==> src/rtl/pong_pkg.sv <==
// Shared geometry, game states and score formatting for the Pong sequencer.
package pong_pkg;

   localparam int SCREEN_W     = 640;
   localparam int SCREEN_H     = 480;
   localparam int BALL_SIZE    = 10;
   localparam int PADDLE_W     = 10;
   localparam int PADDLE_H     = 60;
   localparam int PADDLE_Y_MAX = SCREEN_H - PADDLE_H;               // 420
   localparam int BALL_Y_MAX   = SCREEN_H - BALL_SIZE;              // 470
   localparam int CENTER_X     = (SCREEN_W - BALL_SIZE) / 2;        // 315
   localparam int CENTER_Y     = (SCREEN_H - BALL_SIZE) / 2;        // 235
   localparam int PADDLE_Y_RST = 210;
   // Ball x where it touches the face of a paddle, and where it is out.
   localparam int LEFT_X_LIM   = PADDLE_W;                          // 10
   localparam int RIGHT_X_LIM  = SCREEN_W - PADDLE_W - BALL_SIZE;   // 620
   localparam int RIGHT_OUT_X  = SCREEN_W - BALL_SIZE;              // 630

   localparam int SHOW_BIT = 7;

   typedef enum logic [1:0] {
      SERVE     = 2'd0,
      PLAY      = 2'd1,
      POINT     = 2'd2,
      GAME_OVER = 2'd3
   } game_state_t;

   // Renderer score byte: show flag in bit 7, BCD digit in [3:0].
   function automatic logic [7:0] fmt_score(input logic show, input logic [3:0] digit);
      logic [7:0] r;
      r           = {4'b0000, digit};
      r[SHOW_BIT] = show;
      return r;
   endfunction

endpackage

==> src/rtl/pong_paddle_ctrl.sv <==
// One paddle: moves by PADDLE_SPEED per enabled tick, clamped to the screen.
module pong_paddle_ctrl
   import pong_pkg::*;
#(
   parameter int PADDLE_SPEED = 6
) (
   input  logic       clk,
   input  logic       rst_n,
   input  logic       en_i,
   input  logic       load_i,
   input  logic       up_i,
   input  logic       dn_i,
   output logic [9:0] y_o
);

   localparam logic signed [10:0] STEP  = 11'(PADDLE_SPEED);
   localparam logic signed [10:0] Y_MAX = 11'(PADDLE_Y_MAX);
   localparam logic [9:0]         Y_RST = 10'(PADDLE_Y_RST);

   logic [9:0]         y_q, y_d;
   logic signed [10:0] y_up, y_dn;

   // Candidate positions in 11-bit signed so going past 0 cannot wrap.
   assign y_up = $signed({1'b0, y_q}) - STEP;
   assign y_dn = $signed({1'b0, y_q}) + STEP;

   // Next position: one direction only moves, both/neither holds.
   always_comb begin
      y_d = y_q;
      if (up_i && !dn_i)
         y_d = (y_up < 11'sd0) ? 10'd0 : y_up[9:0];
      else if (dn_i && !up_i)
         y_d = (y_dn > Y_MAX) ? Y_MAX[9:0] : y_dn[9:0];
   end

   // Position register; a load (game restart) recentres the paddle.
   always_ff @(posedge clk) begin
      if (!rst_n)
         y_q <= Y_RST;
      else if (load_i)
         y_q <= Y_RST;
      else if (en_i)
         y_q <= y_d;
   end

   assign y_o = y_q;

endmodule

==> src/rtl/pong_game_ctrl.sv <==
// Pong frame sequencer: ball motion, paddles, scoring and serve/point/game-over flow.
module pong_game_ctrl
   import pong_pkg::*;
#(
   parameter int BALL_SPEED   = 4,
   parameter int PADDLE_SPEED = 6,
   parameter int SERVE_FRAMES = 60,
   parameter int POINT_FRAMES = 90,
   parameter int MAX_SCORE    = 9
) (
   input  logic       clk,
   input  logic       rst_n,
   input  logic       frame_tick,
   input  logic       btn_l_up,
   input  logic       btn_l_dn,
   input  logic       btn_r_up,
   input  logic       btn_r_dn,
   input  logic       btn_start,
   output logic [9:0] ball_x,
   output logic [9:0] ball_y,
   output logic [9:0] paddle_l_y,
   output logic [9:0] paddle_r_y,
   output logic [7:0] score_l,
   output logic [7:0] score_r,
   output logic       game_over
);

   localparam int CNT_MAX = (SERVE_FRAMES > POINT_FRAMES) ? SERVE_FRAMES : POINT_FRAMES;
   localparam int CNT_W   = $clog2(CNT_MAX + 1);

   localparam logic [CNT_W-1:0]   SERVE_LAST = CNT_W'(SERVE_FRAMES - 1);
   localparam logic [CNT_W-1:0]   POINT_LAST = CNT_W'(POINT_FRAMES - 1);
   localparam logic signed [10:0] BSTEP      = 11'(BALL_SPEED);
   localparam logic signed [10:0] Y_MAX_S    = 11'(BALL_Y_MAX);
   localparam logic signed [10:0] L_LIM_S    = 11'(LEFT_X_LIM);
   localparam logic signed [10:0] R_LIM_S    = 11'(RIGHT_X_LIM);
   localparam logic [9:0]         CX         = 10'(CENTER_X);
   localparam logic [9:0]         CY         = 10'(CENTER_Y);
   localparam logic [3:0]         SCORE_MAX  = 4'(MAX_SCORE);

   game_state_t      state_q;
   logic [CNT_W-1:0] cnt_q;
   logic [9:0]       ball_x_q, ball_y_q;
   logic             dx_neg_q, dy_neg_q;
   logic [3:0]       score_l_q, score_r_q;
   logic             show_q, game_over_q;
   logic             start_q, start_pend_q;

   logic             start_edge, restart, paddle_en, paddle_load;
   logic [9:0]       pad_l_y, pad_r_y;

   logic signed [10:0] nx, ny;
   logic [9:0]         ball_x_d, ball_y_d;
   logic               dx_neg_d, dy_neg_d;
   logic               ovl_l, ovl_r, miss_l, miss_r;

   function automatic logic [3:0] sat_inc(input logic [3:0] s);
      return (s >= SCORE_MAX) ? s : s + 4'd1;
   endfunction

   assign start_edge  = btn_start & ~start_q;
   assign restart     = start_pend_q | start_edge;
   assign paddle_en   = frame_tick & ((state_q == SERVE) | (state_q == PLAY));
   assign paddle_load = frame_tick & (state_q == GAME_OVER) & restart;

   pong_paddle_ctrl #(.PADDLE_SPEED(PADDLE_SPEED)) u_pad_l (
      .clk   (clk),
      .rst_n (rst_n),
      .en_i  (paddle_en),
      .load_i(paddle_load),
      .up_i  (btn_l_up),
      .dn_i  (btn_l_dn),
      .y_o   (pad_l_y)
   );

   pong_paddle_ctrl #(.PADDLE_SPEED(PADDLE_SPEED)) u_pad_r (
      .clk   (clk),
      .rst_n (rst_n),
      .en_i  (paddle_en),
      .load_i(paddle_load),
      .up_i  (btn_r_up),
      .dn_i  (btn_r_dn),
      .y_o   (pad_r_y)
   );

   // Ball step for one PLAY tick; bounces and paddle tests use pre-tick values.
   always_comb begin
      nx = dx_neg_q ? ($signed({1'b0, ball_x_q}) - BSTEP) : ($signed({1'b0, ball_x_q}) + BSTEP);
      ny = dy_neg_q ? ($signed({1'b0, ball_y_q}) - BSTEP) : ($signed({1'b0, ball_y_q}) + BSTEP);

      ball_y_d = ny[9:0];
      dy_neg_d = dy_neg_q;
      if (ny <= 11'sd0) begin
         ball_y_d = 10'd0;
         dy_neg_d = 1'b0;
      end else if (ny >= Y_MAX_S) begin
         ball_y_d = 10'(BALL_Y_MAX);
         dy_neg_d = 1'b1;
      end

      ovl_l = (({1'b0, ball_y_q} + 11'(BALL_SIZE)) > {1'b0, pad_l_y}) &&
              ({1'b0, ball_y_q} < ({1'b0, pad_l_y} + 11'(PADDLE_H)));
      ovl_r = (({1'b0, ball_y_q} + 11'(BALL_SIZE)) > {1'b0, pad_r_y}) &&
              ({1'b0, ball_y_q} < ({1'b0, pad_r_y} + 11'(PADDLE_H)));

      ball_x_d = nx[9:0];
      dx_neg_d = dx_neg_q;
      miss_l   = 1'b0;
      miss_r   = 1'b0;
      if (dx_neg_q && (nx <= L_LIM_S)) begin
         if (ovl_l) begin
            ball_x_d = 10'(LEFT_X_LIM);
            dx_neg_d = 1'b0;
         end else begin
            // Left lost: next serve heads back toward the left.
            ball_x_d = 10'd0;
            dx_neg_d = 1'b1;
            miss_l   = 1'b1;
         end
      end else if (!dx_neg_q && (nx >= R_LIM_S)) begin
         if (ovl_r) begin
            ball_x_d = 10'(RIGHT_X_LIM);
            dx_neg_d = 1'b1;
         end else begin
            ball_x_d = 10'(RIGHT_OUT_X);
            dx_neg_d = 1'b0;
            miss_r   = 1'b1;
         end
      end
   end

   // Game FSM with registered ball, score and flag outputs; advances on frame_tick.
   always_ff @(posedge clk) begin
      if (!rst_n) begin
         state_q      <= SERVE;
         cnt_q        <= '0;
         ball_x_q     <= CX;
         ball_y_q     <= CY;
         dx_neg_q     <= 1'b0;
         dy_neg_q     <= 1'b0;
         score_l_q    <= 4'd0;
         score_r_q    <= 4'd0;
         show_q       <= 1'b1;
         game_over_q  <= 1'b0;
         start_q      <= 1'b0;
         start_pend_q <= 1'b0;
      end else begin
         start_q <= btn_start;
         // Only a press made while the game is over is remembered.
         if ((state_q == GAME_OVER) && start_edge)
            start_pend_q <= 1'b1;

         if (frame_tick) begin
            case (state_q)
               SERVE: begin
                  if (cnt_q == SERVE_LAST) begin
                     state_q <= PLAY;
                     cnt_q   <= '0;
                     show_q  <= 1'b0;
                  end else begin
                     cnt_q <= cnt_q + 1'b1;
                  end
               end
               PLAY: begin
                  ball_x_q <= ball_x_d;
                  ball_y_q <= ball_y_d;
                  dx_neg_q <= dx_neg_d;
                  dy_neg_q <= dy_neg_d;
                  if (miss_l || miss_r) begin
                     state_q <= POINT;
                     cnt_q   <= '0;
                     show_q  <= 1'b1;
                  end
                  if (miss_l) score_r_q <= sat_inc(score_r_q);
                  if (miss_r) score_l_q <= sat_inc(score_l_q);
               end
               POINT: begin
                  if (cnt_q == POINT_LAST) begin
                     cnt_q    <= '0;
                     ball_x_q <= CX;
                     ball_y_q <= CY;
                     if ((score_l_q == SCORE_MAX) || (score_r_q == SCORE_MAX)) begin
                        state_q     <= GAME_OVER;
                        game_over_q <= 1'b1;
                     end else begin
                        state_q <= SERVE;
                     end
                  end else begin
                     cnt_q <= cnt_q + 1'b1;
                  end
               end
               GAME_OVER: begin
                  if (restart) begin
                     state_q      <= SERVE;
                     cnt_q        <= '0;
                     score_l_q    <= 4'd0;
                     score_r_q    <= 4'd0;
                     game_over_q  <= 1'b0;
                     start_pend_q <= 1'b0;
                  end
               end
               default: state_q <= SERVE;
            endcase
         end
      end
   end

   assign ball_x     = ball_x_q;
   assign ball_y     = ball_y_q;
   assign paddle_l_y = pad_l_y;
   assign paddle_r_y = pad_r_y;
   assign score_l    = fmt_score(show_q, score_l_q);
   assign score_r    = fmt_score(show_q, score_r_q);
   assign game_over  = game_over_q;

endmodule

==> config.mk <==
export PLATFORM = sky130hd
export DESIGN_NAME = pong_game_ctrl
export DESIGN_NICKNAME = d
export VERILOG_FILES = /design/src/rtl/pong_pkg.sv /design/src/rtl/pong_paddle_ctrl.sv /design/src/rtl/pong_game_ctrl.sv
export SDC_FILE = /design/constraint.sdc
export NUM_CORES = 1
export LEC_CHECK = 0
export ABC_AREA = 1
export CORE_UTILIZATION = 60
export CTS_BUF_LIST = sky130_fd_sc_hd__clkbuf_8
export CTS_CLUSTER_DIAMETER = 40
export DETAILED_ROUTE_END_ITERATION = 16
export HOLD_SLACK_MARGIN = 0.12
export PLACE_DENSITY = 0.88
export SLEW_MARGIN = 20
export SYNTH_ARGS = -nofsm -noshare
export SYNTH_HDL_FRONTEND = slang
export SYNTH_SLANG_ARGS = --single-unit
==> constraint.sdc <==
create_clock -name clk -period 3.3 [get_ports clk]
set_input_delay 0.495 -clock clk [delete_from_list [all_inputs] [get_ports clk]]
set_output_delay 0.495 -clock clk [all_outputs]
set_load 0.02 [all_outputs]
* Yosys cells after proc, flatten, opt, wreduce, memory -nomap -nowiden
Index checks and enable logic that the tools add are counted.
** Word-level totals
- Register bits :: 63
- Latch bits :: 0
- Memory bits (writable) :: 0
- ROM bits :: 0
- Bits of input ports :: 8
- Output and inout bits :: 57
- Logic and storage cells :: 162
- Memories :: 0
** Operators by class
- $add $sub $neg :: 14
- Multiply operators :: 0
- Divide/modulo/power cells :: 0
- Order comparisons :: 14
- Equality and inequality tests :: 16
- Shifts and indexed selects :: 0
- Mux-type cells :: 59
- Bitwise logic cells :: 8
- Reduce and logical (&&, ||, !) cells :: 37
** Operators with widths (number)
- 10-bit two-way mux :: 14
- 10-bit by 3-bit adder with 11-bit output (second input constant) :: 4
- 10-bit by 3-bit subtractor with 11-bit output (second input constant) :: 4
- 10-bit one-hot mux with 2 select lines :: 2
- 7-bit two-way mux :: 4
- 7-bit one-hot mux with 4 select lines :: 1
- 4-bit two-way mux :: 6
- 10-bit by 6-bit adder with 11-bit output (second input constant) :: 2
- 11-bit by 10-bit > comparator with 1-bit output :: 2
- 11-bit by 10-bit > comparator with 1-bit output (second input constant) :: 2
- 10-bit by 11-bit less-than comparator with 1-bit output :: 2
- 11-bit by 1-bit less-than comparator with 1-bit output (second input constant) :: 2
- 11-bit two-way mux :: 2
- 5-bit AND reduction :: 4
- 1-bit two-way mux :: 19
- 4-bit one-hot mux with 2 select lines :: 2
- 2-bit nonzero test :: 8
- 2-bit != test (second input constant) :: 7
- 3-bit AND reduction :: 4
- 10-bit by 4-bit adder with 11-bit output (second input constant) :: 1
- 11-bit by 10-bit >= comparator with 1-bit output (second input constant) :: 1
- 11-bit >= comparator (second input constant) :: 1
- 11-bit by 1-bit less-or-equal comparator with 1-bit output (second input constant) :: 1
- 11-bit by 5-bit less-or-equal comparator with 1-bit output (second input constant) :: 1
- other kinds (23) :: 52

* Depth between registers and ports, before layout
Gate-level depths: netlist of the first run.
- Depth in word-level cells :: 9
- Gate-level depth with buffers :: 21

* Modules after synthesis
Synthesis of the first run repeated with hierarchy kept, for this count alone.
** Second synthesis, totals
- Cells, all modules :: 1027
- Area total of the unflattened synthesis :: 6661.4 um^2
** By module, submodules not included
- pong_game_ctrl :: times used 1, cells each 717, area an instance 4812.1 um^2, sequential area each 860.8 um^2
- pong_paddle_ctrl :: times used 2, cells each 155, area an instance 924.6 um^2, sequential area each 180.2 um^2

* Worst setup path before layout of the first run
No wires, ideal clock.
- Path type :: register -> register
- From :: register ball_y_q[2] (netlist: ball_y[2])
- To :: register show_q
- Arrival :: 2659 ps
- Setup slack :: 518 ps
- Stages on the path, launching flop included :: 20
- Path buffers :: 1
- Period minus slack after synthesis :: 2782 ps
- Cells stage by stage :: dfxtp_1 -> ha_1 -> o21ai_0 -> nor2_1 -> nand2_1 -> xor2_1 -> inv_1 -> ha_1 -> nand2_1 -> nor2_1 -> nand4_1 -> o21ai_0 -> nand3_1 -> nand2_2 -> nand2_4 -> nand3_4 -> buf_6 -> nand2_1 -> nand2_1 -> nand3_1
** Between the ends
- Longest elaborated chain between the ends :: 9
- Elaborated cells on any way between the ends :: 15
** Ends and longest elaborated chain
- start, declared :: RTL line pong_game_ctrl.sv:43 : logic [9:0] ball_x_q, ball_y_q;
- start signal, assigned :: RTL line pong_game_ctrl.sv:166 : ball_y_q <= ball_y_d;
- 10-bit by 4-bit adder with 11-bit output :: RTL line pong_game_ctrl.sv:101, pong_game_ctrl.sv:103
- 11-bit by 10-bit > comparator with 1-bit output :: RTL line pong_game_ctrl.sv:103 : ovl_r = (({1'b0, ball_y_q} + 11'(BALL_SIZE)) > {1'b0, pad_r_y}) &&
- 1-bit logical AND :: RTL line pong_game_ctrl.sv:103
- 1-bit two-way mux :: RTL line pong_game_ctrl.sv:121 : if (ovl_r) begin
- 1-bit two-way mux :: RTL line pong_game_ctrl.sv:120 : end else if (!dx_neg_q && (nx >= R_LIM_S)) begin
- 1-bit two-way mux :: RTL line pong_game_ctrl.sv:110 : if (dx_neg_q && (nx <= L_LIM_S)) begin
- 1-bit logical OR (*) :: RTL line pong_game_ctrl.sv:169 : if (miss_l || miss_r) begin
- 2-bit by 1-bit != test with 1-bit output (no source line) (*)
- 4-bit AND reduction (no source line) (*)
- end signal, assigned :: RTL line pong_game_ctrl.sv:143 : show_q <= 1'b1;
- end signal, assigned :: RTL line pong_game_ctrl.sv:159 : show_q <= 1'b0;
- end signal, assigned :: RTL line pong_game_ctrl.sv:172 : show_q <= 1'b1;
- end, declared :: RTL line pong_game_ctrl.sv:46 : logic show_q, game_over_q;
Mark *: on every way between the ends. The rest lies on a longest branch, timed or not.
A chain may end at the register's enable or synchronous reset.

* Worst setup path in the final report of the first run
- From :: register ball_y_q[2] (netlist: ball_y[2])
- To :: register cnt_q[2]
** Between the ends
- Longest elaborated chain between the ends :: 9
- Elaborated cells on any way between the ends :: 15
** Ends and longest elaborated chain
- 10-bit by 4-bit adder with 11-bit output :: RTL line pong_game_ctrl.sv:101, pong_game_ctrl.sv:103
- 11-bit by 10-bit > comparator with 1-bit output :: RTL line pong_game_ctrl.sv:103
- 1-bit logical AND :: RTL line pong_game_ctrl.sv:103
- 1-bit two-way mux :: RTL line pong_game_ctrl.sv:121
- 1-bit two-way mux :: RTL line pong_game_ctrl.sv:120
- 1-bit two-way mux :: RTL line pong_game_ctrl.sv:110
- 1-bit logical OR (*) :: RTL line pong_game_ctrl.sv:169
- 2-bit by 1-bit != test with 1-bit output (no source line) (*)
- 3-bit AND reduction (no source line) (*)
- end signal, assigned :: RTL line pong_game_ctrl.sv:161 : cnt_q <= cnt_q + 1'b1;
- end signal, assigned :: RTL line pong_game_ctrl.sv:189 : cnt_q <= cnt_q + 1'b1;
- end, declared :: RTL line pong_game_ctrl.sv:42 : logic [CNT_W-1:0] cnt_q;
Marked as above.

==> flow_metrics.py, run 1 <==
metrics = {
    "clock_tree": {
        "cts_made_buffers": 9,
        "cts_tree": "built",
        "hold_buffers": 0,
        "clock_path_buffers": 2,
        "path_clk_slew_ns": 0.09,
        "ctsResizeCount": 0,
        "clkSinkCount": 61,
        "root_buffer": "clkbuf_8",
        "postCtsSetupRepairBufs": 0,
        "insertion_delay_ns": 0.36,
        "htree_levels": 3,
    },
    "synthesis": {
        "synth_area_per_cell_um2": 6.55,
        "synth-async-reset-ratio": 0,
        "synth_edf_count": 0,
        "synthCells": 964,
        "ys_ff_latch": 61,
        "syn_area_mm2": 0.00632,
        "ys.flop_type": "dfxtp_1",
        "synth_cell_types": 48,
        "ys_seq_area_frac": 0.193,
        "ys_warn_count": 0,
    },
    "timing": {
        "slew_viol_final": 0,
        "max_freq_ghz": 0.328,
        "finalCritPeriodShare": 0.925,
        "setup_viol": 0,
        "post-route-min-period_ns": 3.05,
        "fin_skew_ns": 0.0196,
        "relSlewSlack": 0.608,
        "worst_slew_pin_slew_ns": 0.587,
        "rsz0062_at_grt": "false",
        "setup_tns_ns": 0,
        "hold_viol_final": 0,
    },
    "place": {
        "port-buffer-count": 56,
        "place_congestion": 0.945,
        "dp_hpwl_mm": 12.5,
        "placed_cells": 1144,
    },
    "floorplan": {
        "die_w_um": 105,
        "ioPinCount": 65,
        "start_util": 0.615,
        "coreArea_mm2": 0.0103,
        "row_count": 37,
        "die_y_um": 105,
        "die_area_mm2": 0.0109,
    },
    "cells_and_area": {
        "fin_util": 0.700,
        "post_route_cells_drive_above_1_share": 0.0655,
        "layout.cells.non_filler": 1159,
        "nets": 1110,
        "mostFrequentLayoutCell": "nand2_1",
        "antenna_cells": 0,
        "final_cell_mix": "233 x nand2_1, 120 x inv_1, 81 x ha_1",
        "syn_to_final_growth_pct": 13.8,
        "fillers": 875,
    },
    "critical_path": {
        "critPathLaunchType": "flop",
        "worstSetupPathType": "flop to flop",
        "cpPeakStageDelay_ns": 0.40,
        "cp-end-kind": "flop",
        "arrival_ns": 3.28,
        "path_buf_inv": 1,
        "critical_path.max_fanout": 14,
        "crit_path_top_delay_cell": "dfxtp_2",
        "cp_cell_sequence": "ha_1 > o21ai_0 > nor2_1 > nand2_1 > xor2_1 > inv_1 > ha_1 > nand2_1 > nor2_1 > nand4_1 > o21ai_0 > nand3_1 > nand2_2 > nand2_4 > nand3_4 > nand2_2 > nand2_1 > a21oi_1",
        "cp_common_cell": "nand2_1",
        "critPathRequiredTime_ns": 3.53,
        "critical-path-top-delay-family": "simple AND/OR/NAND/NOR gates",
    },
    "drt": {
        "dr_total_vias": 6465,
        "viasPerCell": 5.58,
        "wire_per_inst_um": 14.2,
        "ant_nets": 0,
        "routed_wl_mm": 16.4,
        "drc": 0,
        "firstDrtPassIters": 5,
        "drt_iter0_drc": 304,
    },
    "min_path": {
        "hold_class": "flop to flop",
    },
    "run_status": {
        "outcome": "finished, final reports clean",
    },
    "power_and_ir_drop": {
        "vdd_drop_max_mv": 0.243,
        "p_total_mw": 2.66,
        "power.density_mw_per_mm2": 370,
        "p_leak_nw": 3.56,
    },
    "global_routing": {
        "grt_pass1_vias": 6143,
        "antenna_found_initial": 0,
        "grt_max_degree": 35,
        "gr-total-overflow": 0,
        "grtUsageTotal": 0.302,
        "grt_pass1_wl_mm": 27.4,
    },
    "flow_run": {
        "cap_violations": 0,
    },
}
-- kinds of logic after synthesis --
kind of cell    share of synthesized area
simple gates                        0.305
buf+inv                             0.108
compound gates                      0.147
fa+ha+maj                           0.167
flops                               0.193
xor+xnor                           0.0790
other cells                      0.000594
-- routing by layer --
layer  vias to the layer above  routed length [µm]  global-route usage
met5                         -                   0                   0
met4                         0                 592               0.149
met3                        56                 842              0.0418
met2                       232                8090               0.539
met1                      2930                6890               0.354
li1                       3247                   -                   -
-- flip-flops by register name (all words and copies together) (netlist names) --
name	count
ball_x	10
ball_y	10
cnt_q	7
dx_neg_q	1
dy_neg_q	1
game_over	1
score_l_q	4
score_r_q	4
show_q	1
start_pend_q	1
start_q	1
state_q	2
u_pad_l.y_o	9
u_pad_r.y_o	9
-- power breakdown --
group          internal (mW)  switching, mW  leakage (nW)  total (mW)
clock network          0.421          0.350         0.101       0.771
registers              0.778         0.0817         0.498       0.860
logic                  0.410          0.617          2.96        1.03
-- per-stage QoR --
stage | hold slack [ns] | setup WS (ns) | instance area, µm²
finish | 0.486 | 0.249 | 7190
global route | 0.517 | 0.0225 | 7190
CTS | 0.489 | 0.182 | 7190
detailed placement | 0.474 | 0.236 | 6980
global placement | 0.467 | 0.427 | 6980
floorplan | 0.451 | 0.518 | 6340
-- cell usage after synthesis, types with 6 or more instances --
library cell / count / share of area
clkbuf_1: 9 / 0.0053
a31oi_1: 8 / 0.0079
nor3_1: 14 / 0.011
xor2_1: 46 / 0.064
buf_2: 6 / 0.0048
inv_1: 120 / 0.071
xnor2_1: 11 / 0.015
a21oi_2: 6 / 0.0083
nand3b_1: 9 / 0.011
dfxtp_1: 61 / 0.19
o21ai_0: 49 / 0.039
nor2_1: 71 / 0.042
nand4_1: 13 / 0.013
inv_2: 9 / 0.0053
a21oi_1: 61 / 0.048
nand3_1: 74 / 0.059
nand2_1: 233 / 0.14
ha_1: 81 / 0.16
buf_4: 12 / 0.014
o21ai_1: 10 / 0.0079
-- worst register-to-register path: stages, from the launching register on --
cell	delay (ns)
dfxtp_2	0.40
ha_1	0.23
o21ai_0	0.27
nor2_1	0.10
nand2_1	0.09
xor2_1	0.16
inv_1	0.09
ha_1	0.33
nand2_1	0.08
nor2_1	0.10
nand4_1	0.11
o21ai_0	0.17
nand3_1	0.10
nand2_2	0.12
nand2_4	0.11
nand3_4	0.19
nand2_2	0.14
nand2_1	0.08
a21oi_1	0.06
-- layout make-up --
class,instances,area (µm²),share of cell area
clock buffers,9,124,0.0172
repair buffers,67,643,0.0894
inverters,133,502,0.0698
clock inverters,6,88.8,0.0124
flip-flops and latches,61,1220,0.170
multi-input cells,747,4440,0.617
well taps,136,170,0.0237
-- worst paths after layout --
check / slack, ns / from / cells past startpoint / endpoint
worst min-delay path: 0.49 / show_q$_SDFFE_PN1P_ / 2 / show_q$_SDFFE_PN1P_
worst max register to register: 0.25 / ball_y[2]$_SDFFE_PN0P_ / 18 / cnt_q[2]$_SDFFE_PN0P_
worst max-delay path: 0.25 / ball_y[2]$_SDFFE_PN0P_ / 18 / cnt_q[2]$_SDFFE_PN0P_
worst min register to register: 0.49 / show_q$_SDFFE_PN1P_ / 2 / show_q$_SDFFE_PN1P_
No activity file was read; power rests on OpenSTA's default activity.
==> run 2: changes to the inputs <==
--- a/config.mk
+++ b/config.mk
@@ -6,13 +6,12 @@
 export NUM_CORES = 1
 export LEC_CHECK = 0
 export ABC_AREA = 1
-export CORE_UTILIZATION = 60
+export CORE_UTILIZATION = 31
 export CTS_BUF_LIST = sky130_fd_sc_hd__clkbuf_8
 export CTS_CLUSTER_DIAMETER = 40
 export DETAILED_ROUTE_END_ITERATION = 16
 export HOLD_SLACK_MARGIN = 0.12
-export PLACE_DENSITY = 0.88
-export SLEW_MARGIN = 20
+export PLACE_DENSITY = 0.53
 export SYNTH_ARGS = -nofsm -noshare
 export SYNTH_HDL_FRONTEND = slang
 export SYNTH_SLANG_ARGS = --single-unit
==> flow_metrics.py, run 2 (synthesized netlist as in run 1, its figures left out) <==
metrics = {
    "critical_path": {
        "critical-path-top-delay-family": "simple AND/OR/NAND/NOR gates",
        "worstSetupPathType": "flop to flop",
        "critical_path.max_fanout": 14,
        "path_buf_inv": 2,
        "cp_cell_sequence": "inv_1 > ha_1 > nand2_2 > nand2_1 > xor2_1 > ha_1 > a21oi_1 > nand3b_1 > nand2_1 > inv_1 > nand2_1 > nor2_2 > nand2_2 > nand2_4 > nand3_4 > nand2_2 > nand2_1 > nand2_1 > nor2_2",
        "cp_common_cell": "nand2_1",
        "crit_path_top_delay_cell": "dfxtp_1",
        "cpPeakStageDelay_ns": 0.51,
        "arrival_ns": 3.21,
        "critPathLaunchType": "flop",
        "cp-end-kind": "flop",
        "r2r_setup_slack_ns": 0.35,
        "critPathRequiredTime_ns": 3.56,
    },
    "power_and_ir_drop": {
        "comb_power_share": 0.407,
        "switching_share": 0.414,
        "p_clk_frac": 0.252,
        "power.density_mw_per_mm2": 342,
        "p_leak_nw": 3.55,
        "vdd_drop_max_mv": 0.162,
        "p_int_mw": 1.47,
        "power_switching_mw": 1.04,
        "seqPwrFrac": 0.341,
    },
    "timing": {
        "max_freq_ghz": 0.339,
        "relSlewSlack": 0.647,
        "rsz0062_at_grt": "false",
        "post-route-min-period_ns": 2.95,
        "slew_viol_final": 0,
        "setup_viol": 0,
        "finalCritPeriodShare": 0.894,
        "setup_tns_ns": 0,
        "hold_viol_final": 0,
        "worst_slew_pin_slew_ns": 0.529,
        "fin_skew_ns": 0.0113,
    },
    "clock_tree": {
        "insertion_delay_ns": 0.37,
        "cts_made_buffers": 9,
        "root_buffer": "clkbuf_8",
        "hold_buffers": 0,
        "path_clk_slew_ns": 0.08,
        "htree_levels": 3,
        "cts_tree": "built",
        "clock_path_buffers": 2,
        "clkSinkCount": 61,
    },
    "cells_and_area": {
        "final_cell_mix": "233 x nand2_1, 121 x inv_1, 81 x ha_1",
        "mostFrequentLayoutCell": "nand2_1",
        "post_route_cells_drive_above_1_share": 0.0673,
        "antenna_cells": 0,
        "fin_util": 0.372,
        "syn_to_final_growth_pct": 16.0,
        "nets": 1113,
    },
    "floorplan": {
        "ioPinCount": 65,
        "die_area_mm2": 0.0210,
        "die_w_um": 145,
        "coreArea_mm2": 0.0197,
        "die_y_um": 145,
        "start_util": 0.320,
        "row_count": 51,
    },
    "drt": {
        "viasPerCell": 4.73,
        "routed_wl_mm": 17.4,
        "dr_total_vias": 6110,
        "ant_nets": 0,
        "firstDrtPassIters": 4,
        "wire_per_inst_um": 13.5,
        "drc": 0,
        "drt_iter0_drc": 251,
    },
    "global_routing": {
        "antenna_found_initial": 0,
        "grt_pass1_wl_mm": 28.5,
        "gr-total-overflow": 0,
        "grt_max_degree": 34,
        "grt_pass1_vias": 5777,
        "grtUsageTotal": 0.175,
    },
    "run_status": {
        "outcome": "finished, final reports clean",
    },
    "place": {
        "dp_hpwl_mm": 13.5,
        "port-buffer-count": 56,
        "place_congestion": 0.864,
    },
    "min_path": {
        "hold_class": "flop to flop",
    },
    "flow_run": {
        "cap_violations": 0,
    },
}
run 2: cell count changes in the layout (fill, tap and decap cells not counted), sizes merged:
cell / previous run / this run
buf: 11 / 14
bufinv: 2 / 0
inv: 130 / 131
clkbuf: 9 / 10
run 2: final cells by class:
type	instances	area (µm²)
multi-input cells	747	4440
well taps	265	332
flip-flops and latches	61	1220
fillers	2160	12400
clock inverters	5	28.8
repair buffers	70	666
clock buffers	10	138
inverters	133	502
run 2: stage by stage:
step	hold WS, ns	worst slack, ns	instance area [µm²]	power, mW	instances
after floorplan	0.451	0.518	6340	1.61	971
after global placement	0.472	0.405	7160	1.89	1276
after detailed placement	0.481	0.359	7160	1.89	1276
after CTS	0.493	0.344	7330	2.53	1291
after global routing	0.520	0.0670	7330	2.72	1291
final	0.490	0.350	7330	2.51	1291
run 2: final timing paths:
| kind | start | end | depth (start not counted) |
|---|---|---|---|
| min | start_pend_q$_SDFF_PN0_ | start_pend_q$_SDFF_PN0_ | 2 |
| max reg2reg | u_pad_r.y_o[2]$_SDFFE_PP0P_ | cnt_q[1]$_SDFFE_PN0P_ | 19 |
| max | u_pad_r.y_o[2]$_SDFFE_PP0P_ | cnt_q[1]$_SDFFE_PN0P_ | 19 |
| min reg2reg | start_pend_q$_SDFF_PN0_ | start_pend_q$_SDFF_PN0_ | 2 |
run 2: timing repair:
| action | 4_1_cts | 5_1_grt |
|---|---|---|
| gates resized for setup | 0 | 4 |
| endpoints found under the setup margin | 0 | 13 |
| buffers inserted | 0 | 0 |
run 2: tightest hold or removal path, stage by stage, from the launching register on:
cell and delay [ns]:
dfxtp_1 0.32, nor2_1 0.08, nor3_1 0.05
run 2: power by group through the flow:
stage,combinational (mW),clock (mW),sequential [mW]
floorplan,0.727,0,0.887
global placement,1.01,0,0.873
detailed placement,1.02,0,0.872
CTS,1.02,0.656,0.855
global route,1.17,0.684,0.865
finish,1.02,0.632,0.855
run 2: routing by layer:
layer	share of wire	routed length [µm]	GRT usage	vias up
met5	0	0	0	-
met4	0.016	276	0.0482	0
met3	0.039	686	0.0355	18
met2	0.45	7850	0.293	99
met1	0.49	8570	0.228	2745
li1	-	-	-	3248
